--- src/rtl/uv_bus_arb_2x1.sv ---
// uv_bus_arb_2x1: round-robin 2-to-1 bus arbiter with in-order response routing
// Ports: clk/rst_n (sync, active-low); mst{0,1}_req_* request channel from each master;
// mst{0,1}_rsp_* response channel back to each master; slv_req_* muxed request to the
// slave; slv_rsp_* slave response, routed by the owner FIFO head.
module uv_bus_arb_2x1 #(
  parameter int ALEN = 32,
  parameter int DLEN = 32,
  parameter int MLEN = DLEN / 8,
  parameter int OUTS_DEPTH = 4
) (
  input  logic            clk,
  input  logic            rst_n,
  input  logic            mst0_req_vld,
  output logic            mst0_req_rdy,
  input  logic            mst0_req_read,
  input  logic [ALEN-1:0] mst0_req_addr,
  input  logic [MLEN-1:0] mst0_req_mask,
  input  logic [DLEN-1:0] mst0_req_data,
  output logic            mst0_rsp_vld,
  input  logic            mst0_rsp_rdy,
  output logic [1:0]      mst0_rsp_excp,
  output logic [DLEN-1:0] mst0_rsp_data,
  input  logic            mst1_req_vld,
  output logic            mst1_req_rdy,
  input  logic            mst1_req_read,
  input  logic [ALEN-1:0] mst1_req_addr,
  input  logic [MLEN-1:0] mst1_req_mask,
  input  logic [DLEN-1:0] mst1_req_data,
  output logic            mst1_rsp_vld,
  input  logic            mst1_rsp_rdy,
  output logic [1:0]      mst1_rsp_excp,
  output logic [DLEN-1:0] mst1_rsp_data,
  output logic            slv_req_vld,
  input  logic            slv_req_rdy,
  output logic            slv_req_read,
  output logic [ALEN-1:0] slv_req_addr,
  output logic [MLEN-1:0] slv_req_mask,
  output logic [DLEN-1:0] slv_req_data,
  input  logic            slv_rsp_vld,
  output logic            slv_rsp_rdy,
  input  logic [1:0]      slv_rsp_excp,
  input  logic [DLEN-1:0] slv_rsp_data
);
  localparam int PW = $clog2(OUTS_DEPTH);
  logic rr_ptr, lock, lock_id, grant, head, full, empty, accept, pop;
  logic [PW-1:0] wr_ptr, rd_ptr;
  logic [PW:0] count;
  logic [OUTS_DEPTH-1:0] owner;
  assign full = count == (PW+1)'(OUTS_DEPTH);
  assign empty = count == '0;
  // grant defaults to master0 when idle so the request fields show master0
  assign grant = lock ? lock_id : (mst0_req_vld && mst1_req_vld) ? rr_ptr : mst1_req_vld;
  assign slv_req_vld = (grant ? mst1_req_vld : mst0_req_vld) && !full;
  assign slv_req_read = grant ? mst1_req_read : mst0_req_read;
  assign slv_req_addr = grant ? mst1_req_addr : mst0_req_addr;
  assign slv_req_mask = grant ? mst1_req_mask : mst0_req_mask;
  assign slv_req_data = grant ? mst1_req_data : mst0_req_data;
  assign mst0_req_rdy = !grant && slv_req_rdy && !full && mst0_req_vld;
  assign mst1_req_rdy = grant && slv_req_rdy && !full && mst1_req_vld;
  assign accept = slv_req_vld && slv_req_rdy;
  assign head = owner[rd_ptr];
  assign slv_rsp_rdy = (head ? mst1_rsp_rdy : mst0_rsp_rdy) && !empty;
  assign mst0_rsp_vld = slv_rsp_vld && !empty && !head;
  assign mst1_rsp_vld = slv_rsp_vld && !empty && head;
  assign mst0_rsp_excp = slv_rsp_excp;
  assign mst1_rsp_excp = slv_rsp_excp;
  assign mst0_rsp_data = slv_rsp_data;
  assign mst1_rsp_data = slv_rsp_data;
  assign pop = slv_rsp_vld && slv_rsp_rdy;
  always_ff @(posedge clk) begin
    if (!rst_n) begin
      rr_ptr <= 1'b0;
      lock <= 1'b0;
      lock_id <= 1'b0;
      wr_ptr <= '0;
      rd_ptr <= '0;
      count <= '0;
    end else begin
      if (accept) begin
        owner[wr_ptr] <= grant;
        wr_ptr <= wr_ptr + PW'(1);
        rr_ptr <= ~grant;
        lock <= 1'b0;
      end else if (slv_req_vld) begin
        // a stalled request must stay stable, so pin the grant until accepted
        lock <= 1'b1;
        lock_id <= grant;
      end
      if (pop) rd_ptr <= rd_ptr + PW'(1);
      count <= count + (PW+1)'(accept) - (PW+1)'(pop);
    end
  end
endmodule

--- config.mk ---
export PLATFORM = sky130hd
export DESIGN_NAME = uv_bus_arb_2x1
export DESIGN_NICKNAME = d
export VERILOG_FILES = /design/src/rtl/uv_bus_arb_2x1.sv
export SDC_FILE = /design/constraint.sdc
export NUM_CORES = 1
export LEC_CHECK = 0
export BUFFER_PORTS_ARGS = -buffer_cell sky130_fd_sc_hd__buf_4
export CORE_AREA = 2 2 124 126
export CTS_BUF_LIST = sky130_fd_sc_hd__clkbuf_16
export CTS_CLUSTER_DIAMETER = 80
export DETAILED_ROUTE_END_ITERATION = 6
export DIE_AREA = 0 0 126 128
export SLEW_MARGIN = 5
export SYNTH_ARGS = -nofsm -noshare
export SYNTH_HDL_FRONTEND = slang
export SYNTH_SLANG_ARGS = --single-unit
--- constraint.sdc ---
create_clock -name clk -period 4.57 [get_ports clk]
set_input_delay 0.2285 -clock clk [delete_from_list [all_inputs] [get_ports clk]]
set_output_delay 0.2285 -clock clk [all_outputs]
set_load 0.01 [all_outputs]
==> results.json, run 1 <==
{
  "start_util_pct": 15.3,
  "tns_ns": 0,
  "min_from": "rst_n",
  "p_clk_share_pct": 16.8,
  "dpl.hpwl_um": 6690,
  "status": "finished clean",
  "yosysSeqAreaShare_pct": 14.1,
  "antennaDiodeCount": 0,
  "ys_ff_latch": 14,
  "netlist_area_um2": 2280,
  "fin_nets": 568,
  "syn2layout_area_growth_pct": 60.0,
  "num_vias": 2137,
  "p_int_w": 0.000635,
  "tightest_slew_ns": 1.02,
  "wirelength_um": 7770,
  "grt_first_pass_wirelength_um": 11500,
  "ctsResizeCount": 0,
  "vias_per_cell": 3.76,
  "cp-endpoint": "mst0_req_rdy",
  "startpoint": "lock",
  "synth_top_area_share_pct": 26.2,
  "detail-route-antenna-nets": 0,
  "cts.sinks": 14,
  "layout_min_cycle_time_ns": 2.62,
  "clk_pin_slew_worst_paths_ns": 0.05,
  "antenna_found_initial": 0,
  "core_um2": 14900,
  "yosys_warnings": 0,
  "clock_latency_ns": 0.24,
  "rr_worst_depth": 12,
  "timing_hold_violations_final": 0,
  "synth_flop_cell": "dfxtp_1",
  "cp.required_ns": 4.34,
  "cts_max_level": 1,
  "setup.worst_path.start_class": "flip-flop",
  "swShare_pct": 35.5,
  "drive_above_1_share_pct": 64.2,
  "yosysUniqueCellTypes": 35,
  "grt_pass1_vias": 2183,
  "comb_power_share_pct": 64.2,
  "rr_startpoint": "rd_ptr[1]",
  "hold_buffers": 0,
  "fin_cells": 568,
  "timing.hold.ws_ns": 0.278,
  "dp_cells": 564,
  "hold_path_class": "primary input to flip-flop",
  "grt_start_max_net_pins": 72,
  "wire_per_inst_um": 13.7,
  "grt.overflow.total": 0,
  "gp_congestion": 0.720,
  "fin_ws_ns": 1.95,
  "yosys-top-cells-area": "mux2_1 (26%), buf_4 (22%), mux2_4 (9.9%), dfxtp_1 (8.8%), edfxtp_1 (5.3%)",
  "avgSynthCellArea_um2": 9.77,
  "finalCritPeriodShare_pct": 57.4,
  "post_cts_buffers": 0,
  "numCtsBuffers": 3,
  "syn-num-nets": 420,
  "ir_drop_uv": 129,
  "r2r_end": "count[2]",
  "cts_tree": "yes",
  "rrSetupSlack_ns": 2.00,
  "endpoint_kind": "output pin",
  "synth-edff-count": 4,
  "criticalPathCategory": "flip-flop to output pin",
  "root_buffer": "clkbuf_16",
  "slew_headroom_pct": 32.2,
  "switchingPower_w": 0.000349,
  "drc": 0,
  "maxCapViolations": 0,
  "dp_slack_ns": 1.99,
  "p_per_area_nw_per_um2": 270,
  "p_seq_share_pct": 19.0,
  "die_area_um2": 16100,
  "ios": 323,
  "critical_path_peak_fanout": 71,
  "fin_skew_ns": 0.00134,
  "p_leak_nw": 1.81,
  "drt-pass1-iter-count": 4,
  "setup_viol": 0,
  "fmax_mhz": 381,
  "postPlaceCellArea_um2": 3560,
  "finish.instance_area_um2": 3640,
  "rsz0062_at_grt": "false",
  "io_buffers": 220,
  "track_usage_pct": 8.71,
  "clk_path_buf_depth": 2,
  "drv_slew": 0,
  "worstPathArrival_ns": 2.40,
  "yosysTopAreaCell": "mux2_1",
  "die_y_um": 128,
  "first_iter_violations": 83,
  "die_w_um": 126,
  "async_reset_ff_share_pct": 0,
  "postSynthCellCount": 233,
  "row_count": 45
}
-- sequential cells by signal, summed over array words and instances, names as in the netlist --
signal   count
count        3
rd_ptr       2
lock_id      1
owner        4
wr_ptr       2
rr_ptr       1
lock         1
-- metrics by stage --
stage	utilization [%]	total power [W]
2_1_floorplan	-	0.000606
3_3_place_gp	24.0	0.000813
3_5_place_dp	24.0	0.000828
4_1_cts	24.5	0.00100
5_1_grt	24.5	0.00105
6_report	24.5	0.000985
-- synth_stat cells (2+ instances only) --
cell type  instances
nor2_1             9
nand2b_1           3
nor3b_1            3
inv_1              9
and2_1             2
nor3_1             2
mux2_2             2
edfxtp_1           4
and3_1             5
a211oi_1           2
dfxtp_1           10
mux2_1            53
o21ai_0            2
xnor2_1            2
nor2b_1            2
buf_4             68
nand2_1            5
mux2_4            15
ha_1               6
mux2i_1            7
buf_6              8
-- power by group through the flow --
stage	Combinational (W)	Clock (W)	Sequential [W]
after floorplan	0.000429	0	0.000177
after global placement	0.000626	0	0.000186
after detailed placement	0.000639	0	0.000189
after CTS	0.000642	0.000171	0.000187
after global routing	0.000684	0.000177	0.000192
final	0.000632	0.000165	0.000187
-- per-layer routing --
metal  part of all wire (%)  GRT usage [%]  vias up
met5                      0              0        -
li1                       -              -     1027
met1                     37           9.78      981
met4                    1.4           2.20        0
met3                    9.5           2.63       13
met2                     52           16.1      116
-- logic make-up (layout without fill, tap and decap cells) --
logic type / after synthesis / in the layout / share of synthesized area (%)
XOR/XNOR: 3 / 3 / 1.15
AND/OR/NAND/NOR: 33 / 33 / 7.59
buffers and inverters: 87 / 234 / 28.3
adder cells (fa/ha/maj): 7 / 7 / 4.18
flip-flops: 14 / 14 / 14.1
AO/OA/AOI/OAI: 12 / 12 / 4.56
multiplexers: 77 / 77 / 40.2
-- layout make-up --
type / count / area (um^2)
clock buffer: 3 / 75.1
clock inverter: 1 / 3.75
fill: 1594 / 11200
inverter: 9 / 33.8
multi-input combinational: 132 / 1310
sequential: 14 / 320
tap: 188 / 235
timing repair buffer: 221 / 1660
-- cell usage in the layout, fill, tap and decap left out, types with 2 or more instances in the layout --
cell	count
a211oi_1	2
ha_1	6
nor2_1	9
mux2_4	15
inv_1	9
mux2_2	2
nor3b_1	3
mux2i_1	7
o21ai_0	2
mux2_1	53
clkbuf_16	3
dfxtp_1	10
xnor2_1	2
nor2b_1	2
nand2b_1	3
nor3_1	2
buf_4	221
nand2_1	5
and3_1	5
and2_1	2
edfxtp_1	4
-- critical path: stages, from the launching register on --
cell     delay (ns)
dfxtp_1        0.51
o31a_2         0.20
buf_4          0.72
inv_1          0.27
nor3_1         0.28
buf_4          0.16
-- worst min path at each step --
stage	end	slack (ns)	cells after the start
floorplan	lock_id	0.43	3
global route	count[0]	0.29	2
global placement	mst0_rsp_data[15]	0.46	0
detailed placement	mst0_rsp_data[15]	0.46	0
finish	count[0]	0.28	2
CTS	count[0]	0.28	2
No activity file was read; power rests on OpenSTA's default activity.
==> inputs of run 2 (changes only) <==
Settings changed: CORE_AREA 2 2 124 126 to 2 2 125 127, DIE_AREA 0 0 126 128 to 0 0 127 129.
Clock period 4.57 ns to 2.4 ns, I/O delays scaled along.
==> run 2 against run 1 <==
The flow now finishes with violations (negative setup slack). Combinational power increased by 110%. Cell area increased by 4.3%. Via count rose by 0.42%. Sequential cell count is the same. First-iteration DRC count shrank 67%. Non-clock buffer count rose by 13. Critical path depth increased by 7.
==> results.json, run 2 (same netlist as run 1, synthesis figures left out) <==
{
  "status": "finished with violations",
  "violations": "negative setup slack",
  "worstPathArrival_ns": 2.54,
  "fmax_mhz": 415,
  "fin_ws_ns": -0.0113,
  "track_usage_pct": 8.83,
  "reg_top3": "owner x4, count x3",
  "die_w_um": 127,
  "vias_per_cell": 3.69,
  "timing.hold.ws_ns": 0.181,
  "syn2layout_area_growth_pct": 66.8,
  "antennaDiodeCount": 0,
  "dp_slack_ns": -0.0893,
  "grt.overflow.total": 0,
  "root_buffer": "clkbuf_16",
  "cp.required_ns": 2.53,
  "clk_pin_slew_worst_paths_ns": 0.05,
  "start_util_pct": 15.2,
  "wirelength_um": 7970,
  "rr_worst_depth": 12,
  "grt_pass1_vias": 2276,
  "hold_buffers": 0,
  "row_count": 45,
  "drc": 0,
  "layout_common_cells": "buf_4 (232), mux2_1 (53), mux2_4 (16)",
  "grt_first_pass_wirelength_um": 11700,
  "slew_headroom_pct": 70.0,
  "layout_min_cycle_time_ns": 2.41,
  "largest_reg_flops": 4,
  "wire_per_inst_um": 13.7,
  "slowest_delay_ns": 0.36,
  "endpoint_kind": "flip-flop",
  "criticalPathCategory": "flip-flop to flip-flop",
  "p_per_area_nw_per_um2": 522,
  "crit_family": "adder cells",
  "core_um2": 15000,
  "utilization_pct": 25.4,
  "dpl.hpwl_um": 6860,
  "whs_path_depth": 3,
  "largest_register": "owner",
  "maxCapViolations": 0,
  "setup.worst_path.start_class": "flip-flop",
  "rsz0062_at_grt": "true",
  "fin_skew_ns": 0.00226,
  "setup_viol": 1,
  "die_y_um": 129,
  "cts.sinks": 14,
  "final_common_cell": "buf_4",
  "drt-pass1-iter-count": 4,
  "hold_path_class": "primary input to flip-flop",
  "gp_congestion": 0.767,
  "grt_start_max_net_pins": 38,
  "die_area_um2": 16400,
  "crit_chain": "mux2i_2 > mux2_4 > mux2i_2 > nor2_1 > ha_1 > inv_2 > ha_4 > inv_2 > fa_2 > xor2_1 > xnor2_1 > nor2_1",
  "tightest_slew_ns": 0.437,
  "cp.depth": 12,
  "ir_drop_uv": 212,
  "cp_slowest_cell": "dfxtp_4",
  "cts_max_level": 1,
  "clk_path_buf_depth": 2,
  "path_buf_inv": 2,
  "io_buffers": 220,
  "cts_tree": "yes",
  "clock_latency_ns": 0.24,
  "timing_hold_violations_final": 0,
  "p_leak_nw": 1.89,
  "ios": 323,
  "fin_nets": 581,
  "drive_above_1_share_pct": 67.4,
  "first_iter_violations": 27,
  "numCtsBuffers": 3,
  "finalCritPeriodShare_pct": 100,
  "tns_ns": -0.0113,
  "num_vias": 2146,
  "critical_path_peak_fanout": 3,
  "drv_slew": 0,
  "detail-route-antenna-nets": 0,
  "antenna_found_initial": 0
}
[run 2: area by class of cell]
cell class / count / area (um^2)
clock inverters: 1 / 3.75
repair buffers: 234 / 1780
fillers: 1593 / 11200
clock buffers: 3 / 75.1
multi-input cells: 132 / 1340
flip-flops and latches: 14 / 324
well taps: 188 / 235
inverters: 9 / 33.8
[run 2: worst paths after layout]
check	slack, ns	endpoint	from
min	0.18	rr_ptr	rst_n
max	-0.01	count[2]	rd_ptr[1]
min reg2reg	0.51	rr_ptr	rr_ptr
max reg2reg	-0.01	count[2]	rd_ptr[1]
[run 2: worst register-to-register path, delay by kind of cell (launching register included)]
kind	cells	cell delay, ns
simple gates	2	0.13
flops	1	0.36
xor+xnor	2	0.31
fa+ha+maj	3	0.74
mux	3	0.66
buf+inv	2	0.11
[run 2: per-layer routing]
layer	routed length (um)	vias to the layer above	GRT usage, %
li1	-	1051	-
met1	3010	953	10.0
met2	4000	113	16.4
met3	832	29	2.12
met4	126	0	2.65
met5	0	-	0
[run 2: where the power goes]
group / internal [W] / total, W / switching (W)
clock network: 0.000220 / 0.000310 / 0.0000903
logic: 0.000761 / 0.00132 / 0.000555
registers: 0.000295 / 0.000356 / 0.0000610
total: 0.00128 / 0.00198 / 0.000707
[run 2: what timing repair did]
action	4_1_cts	5_1_grt
endpoints found under the hold margin	0	0
pin swaps	0	4
setup endpoints to repair	1	2
gates resized for setup	3	8
cloned	0	0
buffers inserted	3	2
[run 2: metrics by stage]
stage	power (W)	cells	instance area (um^2)
4_1_cts	0.00197	579	3760
5_1_grt	0.00213	581	3800
6_report	0.00198	581	3800
3_5_place_dp	0.00163	572	3650
2_1_floorplan	0.00115	233	2280
3_3_place_gp	0.00161	572	3650
